==> src/rtl/fifo_pkg.sv <==
// fifo_pkg: shared pointer type and gray/binary conversion helpers for the async FIFO
package fifo_pkg;
  localparam int PTR_W = 5;
  typedef logic [PTR_W-1:0] ptr_t;
  function automatic logic [31:0] bin2gray(input logic [31:0] b);
    return b ^ (b >> 1);
  endfunction
  function automatic logic [31:0] gray2bin(input logic [31:0] g);
    logic [31:0] b;
    b[31] = g[31];
    for (int i = 30; i >= 0; i--) b[i] = b[i+1] ^ g[i];
    return b;
  endfunction
endpackage

==> src/rtl/rr_arbiter.sv <==
// rr_arbiter: round-robin one-hot arbiter; scan starts after the last winner, which moves only on advance
module rr_arbiter #(
  parameter int NREQ = 4
) (
  input  logic            clk,
  input  logic            rst_n,
  input  logic [NREQ-1:0] req,
  input  logic            en,
  input  logic            adv,
  output logic [NREQ-1:0] gnt
);
  localparam int LW = NREQ > 1 ? $clog2(NREQ) : 1;
  logic [LW-1:0] last_gnt, win, idx;
  logic found;
  always_comb begin
    gnt = '0;
    win = last_gnt;
    idx = '0;
    found = 1'b0;
    for (int k = 1; k <= NREQ; k++) begin
      idx = LW'((int'(last_gnt) + k) % NREQ);
      if (en && !found && req[idx]) begin
        gnt[idx] = 1'b1;
        win = idx;
        found = 1'b1;
      end
    end
  end
  always_ff @(posedge clk)
    if (!rst_n) last_gnt <= LW'(NREQ - 1);
    else if (adv) last_gnt <= win;
endmodule

==> src/rtl/fifo_wr_arbiter.sv <==
// fifo_wr_arbiter: round-robin shared FIFO write port, write pointer and full flag (FIFO_WR_ALMOST_FULL_EN adds walmost_full)
module fifo_wr_arbiter
  import fifo_pkg::*;
#(
  parameter int ADDRSIZE     = 4,
  parameter int DSIZE        = 8,
  parameter int NREQ         = 4,
  parameter int AFULL_THRESH = 2
) (
  input  logic                  wclk,
  input  logic                  wrst_n,
  input  logic [ADDRSIZE:0]     wq2_rptr,
  input  logic [NREQ-1:0]       req,
  input  logic [NREQ*DSIZE-1:0] req_data,
  output logic [NREQ-1:0]       gnt,
  output logic                  winc,
  output logic [ADDRSIZE-1:0]   waddr,
  output logic [DSIZE-1:0]      wdata,
  output logic [ADDRSIZE:0]     wptr,
  output logic                  wfull,
  output logic                  walmost_full
);
  logic [ADDRSIZE:0] wbin, wbin_next, wgray_next;
  rr_arbiter #(.NREQ(NREQ)) u_arb (
    .clk(wclk), .rst_n(wrst_n), .req(req), .en(wrst_n && !wfull), .adv(winc), .gnt(gnt)
  );
  assign winc = |gnt;
  assign waddr = wbin[ADDRSIZE-1:0];
  assign wbin_next = wbin + (ADDRSIZE+1)'(winc);
  assign wgray_next = (ADDRSIZE+1)'(bin2gray(32'(wbin_next)));
  always_comb begin
    wdata = '0;
    for (int i = 0; i < NREQ; i++) wdata = wdata | (gnt[i] ? req_data[i*DSIZE +: DSIZE] : '0);
  end
  // full when the next write pointer has lapped the read pointer by exactly one depth
  always_ff @(posedge wclk)
    if (!wrst_n) begin
      wbin <= '0;
      wptr <= '0;
      wfull <= 1'b0;
    end else begin
      wbin <= wbin_next;
      wptr <= wgray_next;
      wfull <= wgray_next == {~wq2_rptr[ADDRSIZE:ADDRSIZE-1], wq2_rptr[ADDRSIZE-2:0]};
    end
`ifdef FIFO_WR_ALMOST_FULL_EN
  logic [ADDRSIZE:0] rbin, used;
  assign rbin = (ADDRSIZE+1)'(gray2bin(32'(wq2_rptr)));
  assign used = wbin_next - rbin;
  always_ff @(posedge wclk)
    if (!wrst_n) walmost_full <= 1'b0;
    else walmost_full <= ((2**ADDRSIZE) - int'(used)) <= AFULL_THRESH;
`else
  assign walmost_full = 1'b0;
`endif
endmodule

==> config.mk <==
export PLATFORM = sky130hd
export DESIGN_NAME = fifo_wr_arbiter
export DESIGN_NICKNAME = d
export VERILOG_FILES = /design/src/rtl/fifo_pkg.sv /design/src/rtl/rr_arbiter.sv /design/src/rtl/fifo_wr_arbiter.sv
export SDC_FILE = /design/constraint.sdc
export NUM_CORES = 1
export LEC_CHECK = 0
export CAP_MARGIN = 30
export CORE_AREA = 2 2 48 50
export CTS_CLUSTER_DIAMETER = 200
export CTS_CLUSTER_SIZE = 20
export DETAILED_ROUTE_END_ITERATION = 8
export DIE_AREA = 0 0 50 52
export DONT_BUFFER_PORTS = 1
export MAX_ROUTING_LAYER = met4
export PLACE_DENSITY = 0.74
export SYNTH_ARGS = -nofsm -noshare
export SYNTH_HDL_FRONTEND = slang
export SYNTH_HIERARCHICAL = 1
export SYNTH_SLANG_ARGS = --single-unit
export TNS_END_PERCENT = 10
==> constraint.sdc <==
create_clock -name wclk -period 4.4 [get_ports wclk]
set_input_delay 0.44 -clock wclk [delete_from_list [all_inputs] [get_ports wclk]]
set_output_delay 0.44 -clock wclk [all_outputs]
set_load 0.03 [all_outputs]
==> qor.csv, run 1 <==
metric,value,unit
drc,0,
cts_buffers,3,
grt_use_total,0.2147,
drive_gt1_frac,0.1515,
period_share,0.9363,
postRouteAntennaNets,0,
ys.flop_type,dfxtp_1,
cp_max_fo,12,
grt_pass1_vias,951,
skew,0.004964,ns
vias_per_cell,6.325,
finalPower,0.0007968,W
crit_required,4.59,ns
drt_wl_total,2779,um
cts_root_buffer,clkbuf_4,
io_pins,67,
dieWidth,50,um
hold_viol,0,
diodes,0,
antenna_found_initial,0,
dpl_worst_slack,0.3374,ns
setup_slack,0.2805,ns
max-cap-violations,0,
hold_class,input pin to flop,
synth_cells,132,
grt_pass1_wl,4291,um
avgSynthCellArea,9.204,sq um
endpoint_kind,flop,
ys_ff_latch,12,
ys_seq_area_frac,0.1977,
ys_warn_count,6,
timing_worst_setup_path_type,flop to flop,
num_rows,17,
drtPass1Iterations,4,
area_growth,4.840,%
postPlaceCellArea,0.001237,sq mm
postCtsSetupBuffers,0,
syn_area,0.001215,sq mm
dr.first_iter.drc_count,14,
ys_async_sr_fraction,0,
setup-tns-final,0,ns
setup_viol,0,
critPathLaunch,u_arb/last_gnt[1],
hold_depth,1,
r2r_start,u_arb/last_gnt[1],
syn_nets,185,
p_per_area,625.5,mW/mm^2
clock_path_buffers,2,
finalCriticalPeriod,4.120,ns
hp-start,wrst_n,
cp.arrival,4.31,ns
peakVddDrop,0.0004422,V
synth_cell_types,39,
synth_edf_count,0,
start_util,0.5769,
status,"complete, no violations",
place_congestion,0.8195,
wl_per_cell,17.37,um
cts.sink_count,12,
path_clk_slew,0.07,ns
ctsHtreeMaxLevel,1,
timing.fmax,242.7,MHz
grt-ovfl-total,0,
num_vias,1012,
cts.repair.resized,0,
insertion_delay,0.26,ns
nNetsFinal,186,
die-area,0.002600,sq mm
rsz0062_at_grt,no,
io_buffers,0,
tritoncts,built,
coreArea,0.002106,sq mm
reg2reg_depth,13,
grt_max_degree,16,
ctsHoldBuffers,0,
start_kind,flop,
final_area,0.001274,sq mm
slew_violations,0,
power.leakage,0.5401,nW
die_h,52,um
hpwl,2189,um
-- layout by cell type (no fill, tap or decap), drive strengths merged, types with 4 or more instances in the layout --
master,netlist,final
nand2,16,16
dfxtp,12,12
clkbuf,5,4
and2,6,6
mux4,4,4
buf,4,5
nand3b,4,4
xnor2,8,8
a21boi,5,5
a22oi,16,16
a221o,4,4
ha,10,10
nor2b,7,7
-- routing by layer --
layer  share of wire  global-route usage  vias to the layer above
li1                -                   -                      482
met1            0.41              0.2701                      468
met2            0.51              0.3509                       56
met3           0.061             0.03736                        6
met4           0.019             0.06944                        0
met5               0                   -                        -
-- final timing paths --
| path | slack (ns) | end |
|---|---|---|
| worst max register to register | 0.28 | wfull |
| worst max-delay path | 0.28 | wfull |
| worst min register to register | 0.69 | u_arb/last_gnt[0] |
| worst min-delay path | 0.30 | wptr[1] |
-- worst max-delay path, stage by stage (launching register included) --
cell and delay (ns):
dfxtp_1 0.50, inv_1 0.17, ha_1 0.37, mux4_2 0.37, nor2_1 0.08, and3_1 0.22
a221o_1 0.38, or4_4 0.64, ha_1 0.26, ha_1 0.38, xor2_1 0.25, xnor2_1 0.15
nand2_1 0.08, a211oi_2 0.19
-- per-stage QoR --
step | hold WS [ns] | std cells | util
after floorplan | 0.5703 | 132 | -
after global placement | 0.5646 | 156 | 0.5876
after detailed placement | 0.5663 | 156 | 0.5876
after CTS | 0.2928 | 160 | 0.6049
after global routing | 0.2811 | 160 | 0.6049
final | 0.2972 | 160 | 0.6049
-- state kept, by name (all words and copies together), names as in the netlist --
name and count:
u_arb/last_gnt 2, wfull 1, wptr 5, wbin 4
-- power by group --
| part | switching (W) | total [W] | internal [W] |
|---|---|---|---|
| sequential | 0.0000504 | 0.000182 | 0.000131 |
| clock | 0.0000333 | 0.0000834 | 0.0000501 |
| combinational | 0.000337 | 0.000532 | 0.000195 |
| total | 0.000421 | 0.000797 | 0.000376 |
-- final cells by class --
| class | instances | area [sq um] |
|---|---|---|
| Inverter | 2 | 7.507 |
| Clock buffer | 4 | 36.28 |
| Multi-Input combinational cell | 109 | 917.1 |
| Sequential cell | 12 | 240.2 |
| Tap cell | 28 | 35.03 |
| Timing Repair Buffer | 5 | 37.54 |
| Fill cell | 172 | 832.0 |
-- cell usage after synthesis (2+ instances only) --
cell,instances,area (sq um)
mux4_2,3,67.56
nand2_1,16,60.06
inv_1,2,7.510
xor2_1,3,26.28
nor2b_1,7,43.79
ha_1,10,125.1
a221o_1,4,40.04
mux2i_1,3,30.03
nor2_1,3,11.26
a22oi_1,16,120.1
buf_6,2,22.52
xnor2_1,8,70.07
nand3b_1,4,30.03
dfxtp_1,12,240.2
a21boi_0,4,30.03
clkbuf_1,5,18.77
nand2b_1,2,12.51
o21ai_0,2,10.01
and2_1,6,37.54
-- logic make-up (layout without fill, tap and decap cells) --
logic type | after synthesis | in the layout | synth area share
compound gates | 30 | 30 | 0.2060
xor+xnor | 12 | 12 | 0.1020
fa+ha+maj | 10 | 10 | 0.1030
buf+inv | 11 | 11 | 0.05046
flops | 12 | 12 | 0.1977
mux | 9 | 9 | 0.1236
other cells | 1 | 1 | 0.003087
simple gates | 47 | 47 | 0.2142
Note: power is estimated with default switching activity, not from simulation.
==> run 2: changes to the inputs <==
- CORE_AREA: 2 2 48 50 -> 2 2 82 45
- DIE_AREA: 0 0 50 52 -> 0 0 84 47
- DONT_BUFFER_PORTS: 1 -> default
- PLACE_DENSITY: 0.74 -> 0.79
==> qor.csv, run 2 (same netlist as run 1, synthesis figures left out) <==
metric,value,unit,change
status,"complete, no violations",,
antenna_found_initial,0,,unchanged
insertion_delay,0.24,ns,-0.02 ns
finalCriticalPeriod,4.055,ns,-0.06425 ns
drt_wl_total,3776,um,+36%
io_buffers,65,,+65
postPlaceCellArea,0.001898,sq mm,+53%
hold_class,flop to flop,,
p_per_area,521.5,mW/mm^2,-17%
drc,0,,unchanged
path_clk_slew,0.06,ns,about the same
largest_reg_flops,5,,unchanged
skew,0.005453,ns,+0.0004888 ns
timing.critical_path.mode_cell,ha_1,,
grt_max_degree,15,,-1
timing.fmax,246.6,MHz,+1.6%
setup_viol,0,,unchanged
path_cells,inv_1 -> ha_1 -> mux4_2 -> nor2_1 -> and3_1 -> a221o_1 -> or4_4 -> ha_1 -> ha_1 -> xor2_1 -> xnor2_1 -> nand2_1 -> a211oi_2,,
grt_use_total,0.1921,,-0.02260
worst_pin_slew,0.5684,ns,
power.leakage,0.7867,nW,+46%
drtPass1Iterations,4,,unchanged
start_kind,flop,,
relSlewSlack,0.6203,,
cp_max_fo,12,,unchanged
drive_gt1_frac,0.09694,,-0.05458
hpwl,3129,um,+43%
die-area,0.003948,sq mm,+52%
cts.repair.resized,0,,unchanged
final_area,0.001953,sq mm,+53%
ctsHtreeMaxLevel,1,,unchanged
final_common_cell,clkdlybuf4s50_1,,
wl_per_cell,15.87,um,-8.7%
cp.arrival,4.22,ns,-0.09 ns
start_util,0.3742,,-0.2028
max_stage_delay,0.61,ns,-0.03 ns
clock_path_buffers,2,,unchanged
period_share,0.9217,,-0.01460
num_rows,15,,-2
crit_buf_inv,1,,unchanged
largestRegisters,"wptr (5), wbin (4), u_arb/last_gnt (2)",,
timing_worst_setup_path_type,flop to flop,,
ctsHoldBuffers,0,,unchanged
grt_pass1_wl,5658,um,+32%
die_h,47,um,-9.6%
crit_path_top_delay_cell,or4_4,,
grt_pass1_vias,1153,,+21%
hold_viol,0,,unchanged
cts_root_buffer,clkbuf_8,,
diodes,0,,unchanged
dieWidth,84,um,+68%
nNetsFinal,250,,+34%
cts_buffers,3,,unchanged
coreArea,0.003247,sq mm,+54%
top_register,wptr,,
postRouteAntennaNets,0,,unchanged
area_growth,60.76,%,
peakVddDrop,0.0002294,V,-48%
max-cap-violations,0,,unchanged
place_congestion,0.8960,,+9.3%
final_cell_mix,"65 x clkdlybuf4s50_1, 16 x a22oi_1, 16 x nand2_1",,
grt-ovfl-total,0,,unchanged
num_vias,1231,,+22%
setup-tns-final,0,ns,unchanged
postCtsSetupBuffers,0,,unchanged
dr.first_iter.drc_count,49,,+35
rsz0062_at_grt,no,,
io_pins,67,,unchanged
vias_per_cell,5.172,,-18%
hold-worst-slack,0.6463,ns,+0.3492 ns
cts.sink_count,12,,unchanged
cpLargestDelayFamily,adder cells,,
endpoint_kind,flop,,
tritoncts,built,,
slew_violations,0,,unchanged
crit_required,4.56,ns,-0.03 ns
==> run 2: cell count changes in the layout (fill, tap and decap cells not counted), sizes merged <==
cell,delta
buf,-1
clkdlybuf4s50,+65
==> run 2: tightest hold or removal path, stage by stage, from the launching register on <==
cell and delay, ns:
dfxtp_1 0.33, ha_1 0.17, and2_1 0.12
==> run 2: final cells by class <==
| type | instances | area, sq um |
|---|---|---|
| Multi-Input combinational cell | 109 | 917.1 |
| Inverter | 2 | 7.507 |
| Fill cell | 278 | 1294 |
| Clock buffer | 4 | 55.05 |
| Tap cell | 42 | 52.55 |
| Timing Repair Buffer | 69 | 680.7 |
| Sequential cell | 12 | 240.2 |
==> run 2: worst paths after layout <==
kind	startpoint	slack (ns)	depth (start not counted)	to
worst max-delay path	u_arb/last_gnt[0]	0.34	13	wfull
worst min-delay path	wbin[0]	0.65	2	wbin[0]
worst max register to register	u_arb/last_gnt[0]	0.34	13	wfull
worst min register to register	wbin[0]	0.65	2	wbin[0]
==> run 2: report_power, final <==
part	internal (W)	total (W)	switching, W
clock	0.0000790	0.000120	0.0000410
sequential	0.000131	0.000142	0.0000110
combinational	0.000337	0.000756	0.000419
==> run 2: metrics by stage <==
| step | cells | util | power (W) | setup WS, ns |
|---|---|---|---|---|
| CTS | 238 | 0.6015 | 0.001021 | 0.3622 |
| finish | 238 | 0.6015 | 0.001019 | 0.3447 |
| global placement | 234 | 0.5846 | 0.0008756 | 0.2936 |
| detailed placement | 234 | 0.5846 | 0.0008962 | 0.1518 |
| global route | 238 | 0.6015 | 0.001072 | 0.1748 |
| floorplan | 132 | - | 0.0006405 | 0.1502 |
==> run 2: per-layer routing <==
| layer | GRT usage | up-vias | routed length, um |
|---|---|---|---|
| li1 | - | 610 | - |
| met1 | 0.2511 | 591 | 1728 |
| met2 | 0.3088 | 24 | 1864 |
| met3 | 0.04394 | 6 | 142 |
| met4 | 0.04839 | 0 | 42 |
| met5 | - | - | 0 |
==> run 3: changes to the inputs <==
- CTS_CLUSTER_DIAMETER: 200 -> default
- PLACE_DENSITY: 0.79 -> 0.86
==> qor.csv, run 3 (same netlist as run 1, synthesis figures left out) <==
metric,value,unit,change
io_pins,67,,unchanged
regToRegSetupSlack,0.46,ns,+0.11 ns
timing.critical_path.mode_cell,ha_1,,
final_common_cell,clkdlybuf4s50_1,,
instances_no_fill,239,,+0.42%
wl_per_cell,15.13,um,-4.6%
start_util,0.3742,,unchanged
critPathLaunch,u_arb/last_gnt[0],,
hp-start,wbin[0],,
die-area,0.003948,sq mm,unchanged
antenna_found_initial,0,,unchanged
crit_buf_inv,1,,unchanged
place_congestion,0.7794,,-13%
peakVddDrop,0.0002619,V,+14%
insertion_delay,0.24,ns,about the same
setup-tns-final,0,ns,unchanged
skew,0.003383,ns,-0.002070 ns
worst_pin_slew,0.5236,ns,-0.04482 ns
rsz0062_at_grt,no,,
hold_class,flop to flop,,
drc,0,,unchanged
p_per_area,517.2,mW/mm^2,-0.83%
nNetsFinal,251,,+0.40%
drtPass1Iterations,4,,unchanged
postRouteAntennaNets,0,,unchanged
setup_viol,0,,unchanged
vias_per_cell,5.105,,-1.3%
area_growth,61.38,%,
top_register,wptr,,
ctsHoldBuffers,0,,unchanged
grt_max_degree,15,,unchanged
grt-ovfl-total,0,,unchanged
path_cells,inv_1 -> ha_1 -> mux4_2 -> nor2_1 -> and3_1 -> a221o_1 -> or4_4 -> ha_1 -> ha_1 -> xor2_1 -> xnor2_1 -> nand2_1 -> a211oi_2,,
relSlewSlack,0.6502,,+0.02994
crit_required,4.56,ns,about the same
path_clk_slew,0.05,ns,about the same
cts.sink_count,12,,unchanged
drt_wl_total,3616,um,-4.2%
start_kind,flop,,
crit_path_top_delay_cell,or4_4,,
postCtsSetupBuffers,0,,unchanged
max_stage_delay,0.55,ns,-0.06 ns
period_share,0.8962,,-0.02542
coreArea,0.003247,sq mm,unchanged
grt_use_total,0.1837,,-0.008415
cp.arrival,4.11,ns,-0.11 ns
cts_root_buffer,clkbuf_8,,
largest_reg_flops,5,,unchanged
ctsHtreeMaxLevel,1,,unchanged
finalPower,0.001014,W,-0.45%
setup_slack,0.4565,ns,+0.1118 ns
cts_buffers,3,,unchanged
cpLargestDelayFamily,adder cells,,
status,"complete, no violations",,
dpl_worst_slack,0.2377,ns,+0.08592 ns
clock_path_buffers,2,,unchanged
max-cap-violations,0,,unchanged
grt_pass1_wl,5471,um,-3.3%
num_vias,1220,,-0.89%
slew_violations,0,,unchanged
n_fill_cell,279,,+0.36%
cp_max_fo,12,,unchanged
io_buffers,65,,unchanged
endpoint_kind,flop,,
drive_gt1_frac,0.1015,,+0.004584
r2r_start,u_arb/last_gnt[0],,
final_cell_mix,"65 x clkdlybuf4s50_1, 16 x a22oi_1, 16 x nand2_1",,
diodes,0,,unchanged
die_h,47,um,unchanged
grt_pass1_vias,1109,,-3.8%
power.leakage,0.7920,nW,+0.68%
finalCriticalPeriod,3.943,ns,-0.1118 ns
cts.repair.resized,0,,unchanged
timing.fmax,253.6,MHz,+2.8%
postLayoutCoreUtil,0.6039,,+0.002313
hold_viol,0,,unchanged
timing_worst_setup_path_type,flop to flop,,
place_inst,235,,+0.43%
num_rows,15,,unchanged
hpwl,3007,um,-3.9%
dieWidth,84,um,unchanged
dr.first_iter.drc_count,49,,unchanged
largestRegisters,"wptr (5), wbin (4), u_arb/last_gnt (2)",,
tritoncts,built,,
run 3: cell types whose count changed in the layout (fill, tap and decap cells not counted), sizes merged:
cell  change
buf       +1
run 3: layout make-up:
cell class | count | area [sq um] | share of cell area
Multi-Input combinational cell | 109 | 917.1 | 0.4678
Timing Repair Buffer | 70 | 688.2 | 0.3510
Sequential cell | 12 | 240.2 | 0.1225
Clock buffer | 4 | 55.05 | 0.02808
Tap cell | 42 | 52.55 | 0.02680
Inverter | 2 | 7.507 | 0.003829
run 3: worst paths after layout:
check | to | depth (start not counted)
max | wfull | 13
min | wbin[0] | 2
max reg2reg | wfull | 13
min reg2reg | wbin[0] | 2
run 3: per-stage QoR:
stage                     hold slack, ns  instance area, sq um
after detailed placement          0.6364                  1906
after global routing              0.6817                  1961
final                             0.6534                  1961
after global placement            0.6241                  1906
after CTS                         0.6504                  1961
after floorplan                   0.5703                  1219
run 3: where the power goes:
part	switching, W	internal, W
clock	0.0000410	0.0000791
sequential	0.0000122	0.000131
combinational	0.000411	0.000339
run 3: tightest hold or removal path, cell delays in order, from the launching register on:
cell and delay [ns]:
dfxtp_1 0.34, ha_1 0.16, and2_1 0.11
run 3: layer usage:
metal,vias up,part of all wire,global-route usage
met1,578,0.51,0.2770
met3,2,0.035,0.02285
met5,-,0,-
met4,0,0.0047,0.03226
li1,614,-,-
met2,26,0.45,0.2640
==> edit, RTL diff (settings of run 1) <==
Set the parameter `DSIZE` to 16 (it was 8).
--- a/src/rtl/fifo_wr_arbiter.sv
+++ b/src/rtl/fifo_wr_arbiter.sv
@@ -3,7 +3,7 @@
   import fifo_pkg::*;
 #(
   parameter int ADDRSIZE     = 4,
-  parameter int DSIZE        = 8,
+  parameter int DSIZE        = 16,
   parameter int NREQ         = 4,
   parameter int AFULL_THRESH = 2
 ) (
Ports: changed (resized req_data and wdata); port bits go from 67 to 107. The function was not compared with the original's and may differ.
==> edit against run 1 <==
  * Global-route usage is 3.8 points higher
  * Cell count grew 16%
  * Worst setup slack better by 0.065 ns
  * Wire length is 24% higher
  * Cell area increased by 12%
  * Synthesized cell count rose by 21%
  * Die area unchanged
  * Sequential cell count did not move
  * Area after synthesis up 14%
  * Power grew 20%
  * Critical path depth fell by 1
  * First-iteration DRC count grew 140%
  * Largest power group unchanged
==> edit: results (changes against run 1) <==
| Metric | Value |
|---|---|
| First-pass GRT wire length | `4885 um (+14%)` |
| Clock group | `85.2 uW (+2%)` |
| Post-synthesis net count | `245 (+32%)` |
| GPL Wtd Cong | `0.8706 (+6.2%)` |
| Hpwl dp | `2760 um (+26%)` |
| DRT Pass-1 Iters | `5 (+1)` |
| Post-placement worst setup slack | `0.3755 ns (+0.03812 ns)` |
| Final wirelength | `3450 um (+24%)` |
| P_leak | `0.0006099 uW (+13%)` |
| Final #Nets | `243 (+31%)` |
| Arrival @ worst endpoint | `4.24 ns (-0.07 ns)` |
| Reg2reg path depth | `12 (-1)` |
| GRT Total Usage | `25.25% (+3.8 points)` |
| Vias in the first global route | `1,120 (+18%)` |
| Iter 0 DRT Violations | `34 (+20)` |
| Flop-to-flop setup slack | `0.35 ns (+0.06 ns)` |
| Drt via density | `6.930 (+9.6%)` |
| Comb group | `690 uW (+30%)` |
| Top cells by area, synth | `dfxtp_1, a22oi_1, ha_1, nand2_1, xnor2_1` |
| Share of cells above drive strength 1 | `12.74% (-2.4 points)` |
| Placed inst area | `1391 um2 (+12%)` |
| Net Sw Frac | `57.82% (+5.0 points)` |
| Max incr delay on CP | `0.58 ns (-0.06 ns)` |
| Cell total after placement | `181 (+16%)` |
| Post-route clock period utilization | `92.15% (-1.5 points)` |
| Status | `complete, no violations` |
| Worst Hold Slack | `0.2923 ns (-0.004894 ns)` |
| Peak VDD IR | `0.0004307 V (-2.6%)` |
-- edit: final cells by class --
class,instances,area (um2)
clock buffer,4,36.28
fill,158,678.2
inverter,2,7.507
multi-input combinational,133,1064
sequential,12,240.2
tap,28,35.03
timing repair buffer,6,45.04
-- edit: cell families after synthesis --
kind of cell             share of synthesized area [%]
multiplexers                                     10.88
AND/OR/NAND/NOR                                  21.03
AO/OA/AOI/OAI                                    26.84
XOR/XNOR                                         8.976
flip-flops                                       17.41
buffers and inverters                            5.530
other                                           0.2717
adder cells (fa/ha/maj)                          9.066
-- edit: layer usage --
metal	share of wire (%)	global-route usage, %	wire length [um]	vias up
met2	51	43.86	1772	71
met4	1.4	10.65	50	0
met1	38	27.32	1297	616
met3	9.6	6.609	330	6
li1	-	-	-	589
met5	0	-	0	-
